## config.mk

```make
export PLATFORM = sky130hd
export DESIGN_NAME = hit_gen
export DESIGN_NICKNAME = d
export VERILOG_FILES = /design/src/rtl/hit_gen.sv
export SDC_FILE = /design/constraint.sdc
export NUM_CORES = 1
export LEC_CHECK = 0
export ABC_AREA = 1
export BUFFER_PORTS_ARGS = -buffer_cell sky130_fd_sc_hd__clkbuf_2
export CAP_MARGIN = 20
export CORE_ASPECT_RATIO = 0.75
export CORE_MARGIN = 8
export CORE_UTILIZATION = 55
export DETAILED_ROUTE_END_ITERATION = 8
export PLACE_DENSITY_LB_ADDON = 0.2
export SETUP_SLACK_MARGIN = 0.1
export SYNTH_ARGS = -nofsm -noshare
export SYNTH_HDL_FRONTEND = slang
export SYNTH_SLANG_ARGS = --single-unit
export TNS_END_PERCENT = 100
```

## constraint.sdc

```tcl
create_clock -name clk -period 1.74 [get_ports clk]
set_clock_uncertainty 0.05 [all_clocks]
set_input_delay 0.087 -clock clk [delete_from_list [all_inputs] [get_ports clk]]
set_output_delay 0.087 -clock clk [all_outputs]
set_load 0.01 [all_outputs]
```

## src/rtl/hit_gen.sv

```systemverilog
// hit_gen: loads a small key table, then flags which of four lanes per beat
//   match a stored key; hit/acc_en are registered, one cycle after acceptance.
// Backpressure: in_ready is high only while streaming (RUN); there is no output stall.
// Ports: clk, rst (async active-low); start/key_valid/key_data/key_last load keys;
//   in_valid/in_data/in_last/in_ready carry 4-lane beats; hit/acc_en feed the
//   accumulator; busy is high outside IDLE; done pulses once per stream.
// Optional macro HIT_GEN_DEDUP_EN: each key hits at most once per stream
//   (lowest lane wins within a beat).
module hit_gen #(
  parameter int KEY_W = 8,
  parameter int NKEY  = 8
) (
  input  logic               clk,
  input  logic               rst,
  input  logic               start,
  input  logic               key_valid,
  input  logic [KEY_W-1:0]   key_data,
  input  logic               key_last,
  input  logic               in_valid,
  input  logic [4*KEY_W-1:0] in_data,
  input  logic               in_last,
  output logic               in_ready,
  output logic [3:0]         hit,
  output logic               acc_en,
  output logic               busy,
  output logic               done
);

  localparam int IW = $clog2(NKEY);
  localparam int CW = IW + 1;

  typedef enum logic [2:0] {
    S_IDLE,
    S_LOAD,
    S_RUN,
    S_FLUSH,
    S_DONE
  } state_t;

  state_t state, state_nxt;

  logic [KEY_W-1:0] key_mem [NKEY];
  logic [NKEY-1:0]  key_vld;
  logic [CW-1:0]    key_count;
  logic [IW-1:0]    key_slot;
  logic             key_wr;
  logic             load_end;
  logic             accept;
  logic [3:0]       hit_nxt;
`ifdef HIT_GEN_DEDUP_EN
  logic [NKEY-1:0]  key_used;
  logic [NKEY-1:0]  claim;
`endif

  assign key_slot = key_count[IW-1:0];
  assign key_wr   = (state == S_LOAD) && key_valid && (key_count < CW'(NKEY));
  // Load ends on an explicit last key or when the table fills; a full table
  // in LOAD (nothing can be stored) also leaves so the stream cannot stall.
  assign load_end = (key_wr && (key_last || (key_count == CW'(NKEY - 1)))) ||
                    ((state == S_LOAD) && (key_count == CW'(NKEY)));
  assign accept   = in_valid && in_ready;

  always_comb begin
    state_nxt = state;
    in_ready  = 1'b0;
    busy      = 1'b1;
    done      = 1'b0;
    case (state)
      S_IDLE: begin
        busy = 1'b0;
        if (start) state_nxt = S_LOAD;
      end
      S_LOAD: begin
        if (load_end) state_nxt = S_RUN;
      end
      S_RUN: begin
        in_ready = 1'b1;
        if (in_valid && in_last) state_nxt = S_FLUSH;
      end
      S_FLUSH: begin
        state_nxt = S_DONE;
      end
      S_DONE: begin
        done      = 1'b1;
        state_nxt = S_IDLE;
      end
      default: state_nxt = S_IDLE;
    endcase
  end

  // Lane/key compare. With dedup, lanes are walked low to high and each lane
  // claims every fresh key it matches, so higher lanes cannot reuse them.
  always_comb begin
    hit_nxt = 4'b0;
`ifdef HIT_GEN_DEDUP_EN
    claim = '0;
`endif
    for (int i = 0; i < 4; i++) begin
      for (int k = 0; k < NKEY; k++) begin
        if (key_vld[k] && (key_mem[k] == in_data[i*KEY_W +: KEY_W])) begin
`ifdef HIT_GEN_DEDUP_EN
          if (!key_used[k] && !claim[k]) begin
            hit_nxt[i] = 1'b1;
            claim[k]   = 1'b1;
          end
`else
          hit_nxt[i] = 1'b1;
`endif
        end
      end
    end
  end

  always_ff @(posedge clk or negedge rst) begin
    if (!rst) begin
      state     <= S_IDLE;
      key_count <= '0;
      key_vld   <= '0;
      hit       <= 4'b0;
      acc_en    <= 1'b0;
`ifdef HIT_GEN_DEDUP_EN
      key_used  <= '0;
`endif
    end else begin
      state  <= state_nxt;
      acc_en <= accept;
      hit    <= accept ? hit_nxt : 4'b0;
      if ((state == S_IDLE) && start) begin
        key_count <= '0;
        key_vld   <= '0;
`ifdef HIT_GEN_DEDUP_EN
        key_used  <= '0;
`endif
      end
      if (key_wr) begin
        key_vld[key_slot] <= 1'b1;
        key_count         <= key_count + 1'b1;
      end
`ifdef HIT_GEN_DEDUP_EN
      if (accept) key_used <= key_used | claim;
`endif
    end
  end

  // Key storage needs no reset: the valid bits gate every compare.
  always_ff @(posedge clk) begin
    if (key_wr) key_mem[key_slot] <= key_data;
  end

endmodule
```

==> results of run 1 <==
## worst reg2reg max path, delay by kind of cell, from the launching register on
kind / cells / cell delay, ns
and+or+nand+nor: 6 / 0.80
DFF: 1 / 0.43
buffers and inverters: 1 / 0.13
AOI/OAI and AO/OA: 1 / 0.13
## logic make-up after synthesis
| group | Yosys count |
|---|---|
| buffers and inverters | 168 |
| AOI/OAI and AO/OA | 130 |
| adders and majority gates | 2 |
| xor gates and xnor gates | 53 |
| DFF | 84 |
| and+or+nand+nor | 583 |
## state kept, by name, summed over array words and instances, names as in the netlist
| signal | flops |
|---|---|
| key_vld | 8 |
| hit | 4 |
| acc_en | 1 |
| state | 3 |
| key_count | 4 |
| key_mem | 64 |
## repair_timing
action,CTS,global route
pin swaps,0,2
setup endpoints to repair,64,70
hold endpoints to repair,20,0
setup buffers,0,8
gates resized for setup,0,22
hold buffers,1,0
## worst paths after layout
check / end / start / slack (ns)
min reg2reg: state[2] / state[2] / 0.41
max in group asynchronous: key_vld[6] / rst / 0.98
min: key_mem[5][1] / key_data[1] / 0.02
min in group asynchronous: hit[3] / rst / 0.23
max reg2reg: hit[2] / key_mem[5][7] / 0.14
max: hit[2] / key_mem[5][7] / 0.14
## stage by stage
step	hold slack [ns]	worst slack, ns	instance area [sq um]	utilization	std cells
floorplan	-0.2586	0.03290	6703	-	1020
global placement	0.09325	0.07341	7162	0.5925	1228
detailed placement	0.07382	0.06111	7162	0.5925	1228
CTS	0.0006115	0.03751	7481	0.6189	1245
global route	0.007476	0.07858	7606	0.6293	1253
finish	0.01662	0.1405	7606	0.6293	1253
## metal layers
layer | up-vias | routed length (um) | track usage
met5 | - | 0 | 0
li1 | 3366 | - | -
met2 | 647 | 9607 | 0.4079
met3 | 78 | 4215 | 0.1086
met1 | 3144 | 10550 | 0.4742
met4 | 0 | 962 | 0.1195
## cells in the final DEF, fill, tap and decap left out, drive strengths merged
cell | netlist | final
nor3 | 8 | 8
dlygate4sd3 | 0 | 1
o211ai | 18 | 18
clkinv | 4 | 4
nor2 | 84 | 84
o21ai | 27 | 27
clkinvlp | 0 | 1
or2 | 2 | 2
a21oi | 60 | 60
ha | 2 | 2
inv | 127 | 132
buf | 32 | 33
a31oi | 1 | 1
edfxtp | 64 | 64
nand2 | 423 | 423
xor2 | 36 | 36
xnor2 | 17 | 17
dfrtp | 20 | 20
nand4 | 16 | 16
clkbuf | 5 | 64
o32ai | 1 | 1
o22ai | 23 | 23
nand3 | 50 | 50
## power by group through the flow
stage | Clock, uW | Sequential [uW] | Combinational [uW]
after floorplan | 0 | 2520 | 1100
after global placement | 0 | 2580 | 1660
after detailed placement | 0 | 2580 | 1660
after CTS | 1980 | 2540 | 1670
after global routing | 2060 | 2570 | 1980
final | 1970 | 2560 | 1810
## final cells by class
type / count / area, sq um / area share
Inverter: 131 / 491.7 / 0.06465
Clock buffer: 10 / 250.2 / 0.03290
Timing Repair Buffer: 88 / 548.0 / 0.07205
Multi-Input combinational cell: 768 / 3627 / 0.4769
Sequential cell: 84 / 2422 / 0.3185
Tap cell: 166 / 207.7 / 0.02731
Clock inverter: 6 / 58.81 / 0.007732
==> key figures, run 1 <==
Synthesis
  • Syn_nets: 1,069
  • Synth top area share: 0.2868
  • Post-synthesis simple-gate area fraction: 0.3494
  • Seq/Total Area, Yosys: 0.3615
  • Post-synth cell types: 29
  • Post-synthesis instance total: 1,020
  • Synth top cells by count: nand2_1 (419), inv_1 (88), nor2_1 (80)
  • Xor and xnor area share after synthesis: 0.06928
  • Largest family of logic cells by synthesized area: simple AND/OR/NAND/NOR gates
  • Adder-cell share of the synthesized area: 0.003735
  • Top_reg_cell synth: edfxtp_1
  • EDFF count, synth: 64
  • Synthesized area per cell: 6.569 sq um
  • Top post-synthesis cells by area: edfxtp_1 (29%), nand2_1 (23%), dfrtp_1 (7.5%), inv_1 (4.9%), xor2_1 (4.7%)
  • Area leader, netlist: edfxtp_1
  • Most common cell in the synthesized netlist: nand2_1
  • Synth warn: 0
  • Multiplexer share of the synthesized area: 0
  • Synth async-reset ratio: 0.2381
  • Post-synthesis compound-gate area fraction: 0.1100
  • Netlist Area Pre-Place: 6700 sq um
  • #FFs+latches synth: 84

Worst setup path
  • CP cell instances: inv_1, nand2_1, nand2_1, nor3_1, nand3_1, nand2_1, nor2_1, a21oi_2
  • Crit-path max FO: 6
  • Max stage delay cell, worst path: edfxtp_1
  • Critical path buffer and inverter count: 1
  • Worst setup path class: reg2reg
  • WP data arrival: 1.83 ns
  • WP data required: 1.97 ns
  • Most frequent CP cell: nand2_1
  • CP Depth: 8
  • CP endpoint kind: register
  • Delay-heaviest family, CP: simple AND/OR/NAND/NOR gates
  • Startpoint types: register
  • Worst r2r path cells: 8
  • Critical Path Max Stage Delay: 0.43 ns

Routing
  • Routed wire length: 25.33 mm
  • Wire per inst: 20.22 um
  • DR iter-0 viols: 1,123
  • Drt first pass iters: 8
  • Antenna Nets Post-Route: 0
  • DRC errors left: 0
  • Routed vias: 7,235
  • Vias/cell: 5.774

STA
  • Final setup viols: 0
  • Final Cycle Share: 0.9193
  • Max transition margin: 0.5784
  • Tmin final: 1.600 ns
  • Fmax achieved: 625.2 MHz
  • RSZ-0062 raised after global routing: no
  • Setup TNS: 0 ns
  • Final Hold Vio Count: 0
  • Fin. max-slew vios: 0
  • Least-Margin Pin Slew: 0.6323 ns

Power and ir drop
  • P_sw: 2287 uW
  • Internal Pwr Total: 4047 uW
  • Total power: 6335 uW
  • Worst vdd ir: 714.8 uV
  • Logic pwr share: 0.286
  • Switching share of power: 0.3611
  • Reg power frac: 0.403
  • P_leak: 0.003700 uW
  • Clock power share: 0.310
  • Pwr dens: 832.8 nW/um^2

Job
  • Max-capacitance violation count: 0

Clock network
  • CTS H-tree depth: 3
  • CTS tree: built
  • Clock tree root driver cell: clkbuf_16
  • Max clock buf depth: 2
  • Worst-Skew Late Latency: 0.34 ns
  • TritonCTS sink count: 84
  • CTS clk-pin slew, worst paths: 0.08 ns
  • TritonCTS Buffers: 9

Final layout
  • Antenna cells: 0
  • Layout area overhead: 13.52%
  • Fillers: 1,147
  • Final #Nets: 1,131
  • Layout cells sized above 1: 0.1592

Floorplanning
  • Area of the die: 16,010 sq um
  • IO Pins: 55
  • Die Width: 143.4 um
  • Starting Density: 0.5543
  • Die height: 111.6 um
  • Core ar.: 12,090 sq um
  • Placement Rows: 35

Placed design
  • Dpl hpwl: 19.41 mm
  • Port Buffers: 54
  • Routability cong.: 1.025

Global route
  • Vias in the first global route: 6,234
  • First-pass GRT wire length: 37.58 mm
  • Pin count of the biggest net entering global routing: 21
  • Initial antenna violation count: 0
  • Total grt overflow: 0
  • Gr usage total: 0.3184

Worst hold path
  • Hold WC Path Type: in2reg
  • WHS Path Cells: 1

Status
  • Status: finished, final reports clean
No activity file was read; power rests on OpenSTA's default activity.
==> inputs of run 2 (changes only) <==
--- a/config.mk
+++ b/config.mk
@@ -10,7 +10,7 @@
 export CAP_MARGIN = 20
 export CORE_ASPECT_RATIO = 0.75
 export CORE_MARGIN = 8
-export CORE_UTILIZATION = 55
+export CORE_UTILIZATION = 28
 export DETAILED_ROUTE_END_ITERATION = 8
 export PLACE_DENSITY_LB_ADDON = 0.2
 export SETUP_SLACK_MARGIN = 0.1
==> key figures, run 2 (synthesis gave the netlist of run 1 again) <==
Power and ir drop
  • Worst vdd ir: 439.3 uV
  • P_leak: 0.003739 uW
  • Pwr dens: 785.4 nW/um^2

STA
  • RSZ-0062 raised after global routing: no
  • Setup TNS: 0 ns
  • Tmin final: 1.581 ns
  • Final setup viols: 0
  • Final Hold Vio Count: 0
  • Max transition margin: 0.6240
  • Final Cycle Share: 0.9088
  • Fmax achieved: 632.4 MHz
  • Fin. max-slew vios: 0
  • Least-Margin Pin Slew: 0.5640 ns

Final layout
  • Top Registers: key_mem: 64 flops, key_vld: 8 flops
  • Antenna cells: 0
  • Top reg by flops: key_mem
  • Post-layout instance area: 7884 sq um
  • Fillers: 2,590
  • Most common cell after layout, fill and taps aside: nand2_1
  • Commonest cells after routing, fill and taps aside: nand2_1 (417), inv_1 (85), nor2_1 (66), edfxtp_1 (64), a21oi_1 (57)
  • Max reg flops: 64
  • Final #Nets: 1,148
  • Layout cells sized above 1: 0.1723
  • Layout area overhead: 17.67%

Worst hold path
  • Worst Hold Launch: start
  • WHS Path Cells: 3
  • Hold EP: state[0]
  • Hold WC Path Type: in2reg

Floorplanning
  • Starting Density: 0.2824
  • Die height: 150.0 um
  • Die Width: 194.6 um
  • Area of the die: 29,190 sq um
  • Placement Rows: 49
  • IO Pins: 55
  • Core ar.: 23,730 sq um

Routing
  • Antenna Nets Post-Route: 0
  • Drt first pass iters: 5
  • DR iter-0 viols: 791
  • Routed wire length: 29.34 mm
  • DRC errors left: 0
  • Routed vias: 7,088
  • Wire per inst: 20.82 um
  • Vias/cell: 5.031

Worst setup path
  • Most frequent CP cell: a21oi_1
  • Max stage delay cell, worst path: edfxtp_1
  • Critical path buffer and inverter count: 1
  • Delay-heaviest family, CP: flip-flops
  • Worst setup path class: reg2reg
  • Crit-path max FO: 6
  • CP endpoint kind: register
  • Setup slack, reg-to-reg: 0.16 ns
  • CP cell instances: buf_4, o21ai_0, a21oi_1, nand3_1, nand2_1, nor2_1, a21oi_1
  • Critical Path Max Stage Delay: 0.54 ns
  • WP data arrival: 1.75 ns
  • Critical R2R Launch: key_mem[0][1]
  • Reg2reg end: hit[3]
  • Startpoint types: register
  • Worst r2r path cells: 7
  • WP data required: 1.91 ns

Placed design
  • Placement Cell Area: 7422 sq um
  • Port Buffers: 54
  • Routability cong.: 1.012
  • Dpl hpwl: 23.26 mm

Global route
  • First-pass GRT wire length: 42.51 mm
  • Pin count of the biggest net entering global routing: 21
  • Initial antenna violation count: 0
  • Vias in the first global route: 6,316
  • Total grt overflow: 0
  • Gr usage total: 0.1992

Clock network
  • TritonCTS sink count: 84
  • TritonCTS Buffers: 9
  • Worst-Skew Late Latency: 0.35 ns
  • Clock tree root driver cell: clkbuf_16
  • Max clock buf depth: 2
  • CTS clk-pin slew, worst paths: 0.06 ns
  • CTS tree: built
  • CTS H-tree depth: 3

Job
  • Max-capacitance violation count: 0

Status
  • Status: finished, final reports clean
## run 2: layer usage
layer  up-vias  global-route usage  part of all wire
li1       3404                   -                 -
met1      3303              0.2926              0.48
met2       347              0.2753              0.40
met3        34             0.05910              0.11
met4         0             0.05448             0.021
met5         -                   0                 0
## run 2: worst reg2reg max path: stages (launching register included)
cell	delay, ns
edfxtp_1	0.54
buf_4	0.22
o21ai_0	0.25
a21oi_1	0.07
nand3_1	0.09
nand2_1	0.07
nor2_1	0.10
a21oi_1	0.07
## run 2: worst max path at each step
stage / from / end / cells past startpoint
after floorplan: state[1] / key_mem[6][0] / 5
after global placement: state[1] / key_mem[6][6] / 6
after detailed placement: state[1] / key_mem[6][6] / 6
after CTS: state[1] / key_mem[5][4] / 7
after global routing: state[2] / key_mem[7][5] / 7
final: key_mem[0][1] / hit[3] / 7
## run 2: through the flow
| stage | utilization | hold slack, ns | instances | setup WS, ns | total power [uW] |
|---|---|---|---|---|---|
| 6_report | 0.3323 | 0.04750 | 1409 | 0.1587 | 6192 |
| 5_1_grt | 0.3323 | 0.07821 | 1409 | 0.08425 | 6528 |
| 4_1_cts | 0.3255 | 0.04315 | 1399 | 0.1017 | 6113 |
| 3_5_place_dp | 0.3128 | 0.05321 | 1381 | 0.07621 | 4333 |
| 3_3_place_gp | 0.3128 | 0.06055 | 1381 | 0.08507 | 4343 |
| 2_1_floorplan | - | -0.2586 | 1020 | 0.03290 | 3622 |
## run 2: what timing repair did
action,CTS,global route
setup endpoints to repair,31,70
resized for setup,1,28
buffers inserted,0,10
hold buffers,3,0
hold endpoints to repair,22,0
pin swaps,0,2
## run 2: power breakdown
part / internal (uW) / leakage (uW) / switching, uW
Sequential: 2360 / 0.000848 / 187
Combinational: 619 / 0.00277 / 1260
Clock: 958 / 0.000125 / 805
Total: 3940 / 0.00374 / 2250
## run 2: layout make-up
cell class | count | area [sq um] | area share
Multi-Input combinational cell | 768 | 3645 | 0.4623
Sequential cell | 84 | 2422 | 0.3073
Timing Repair Buffer | 105 | 675.6 | 0.08570
Inverter | 131 | 491.7 | 0.06237
Tap cell | 306 | 382.9 | 0.04856
Clock buffer | 9 | 225.2 | 0.02857
Clock inverter | 6 | 41.29 | 0.005237
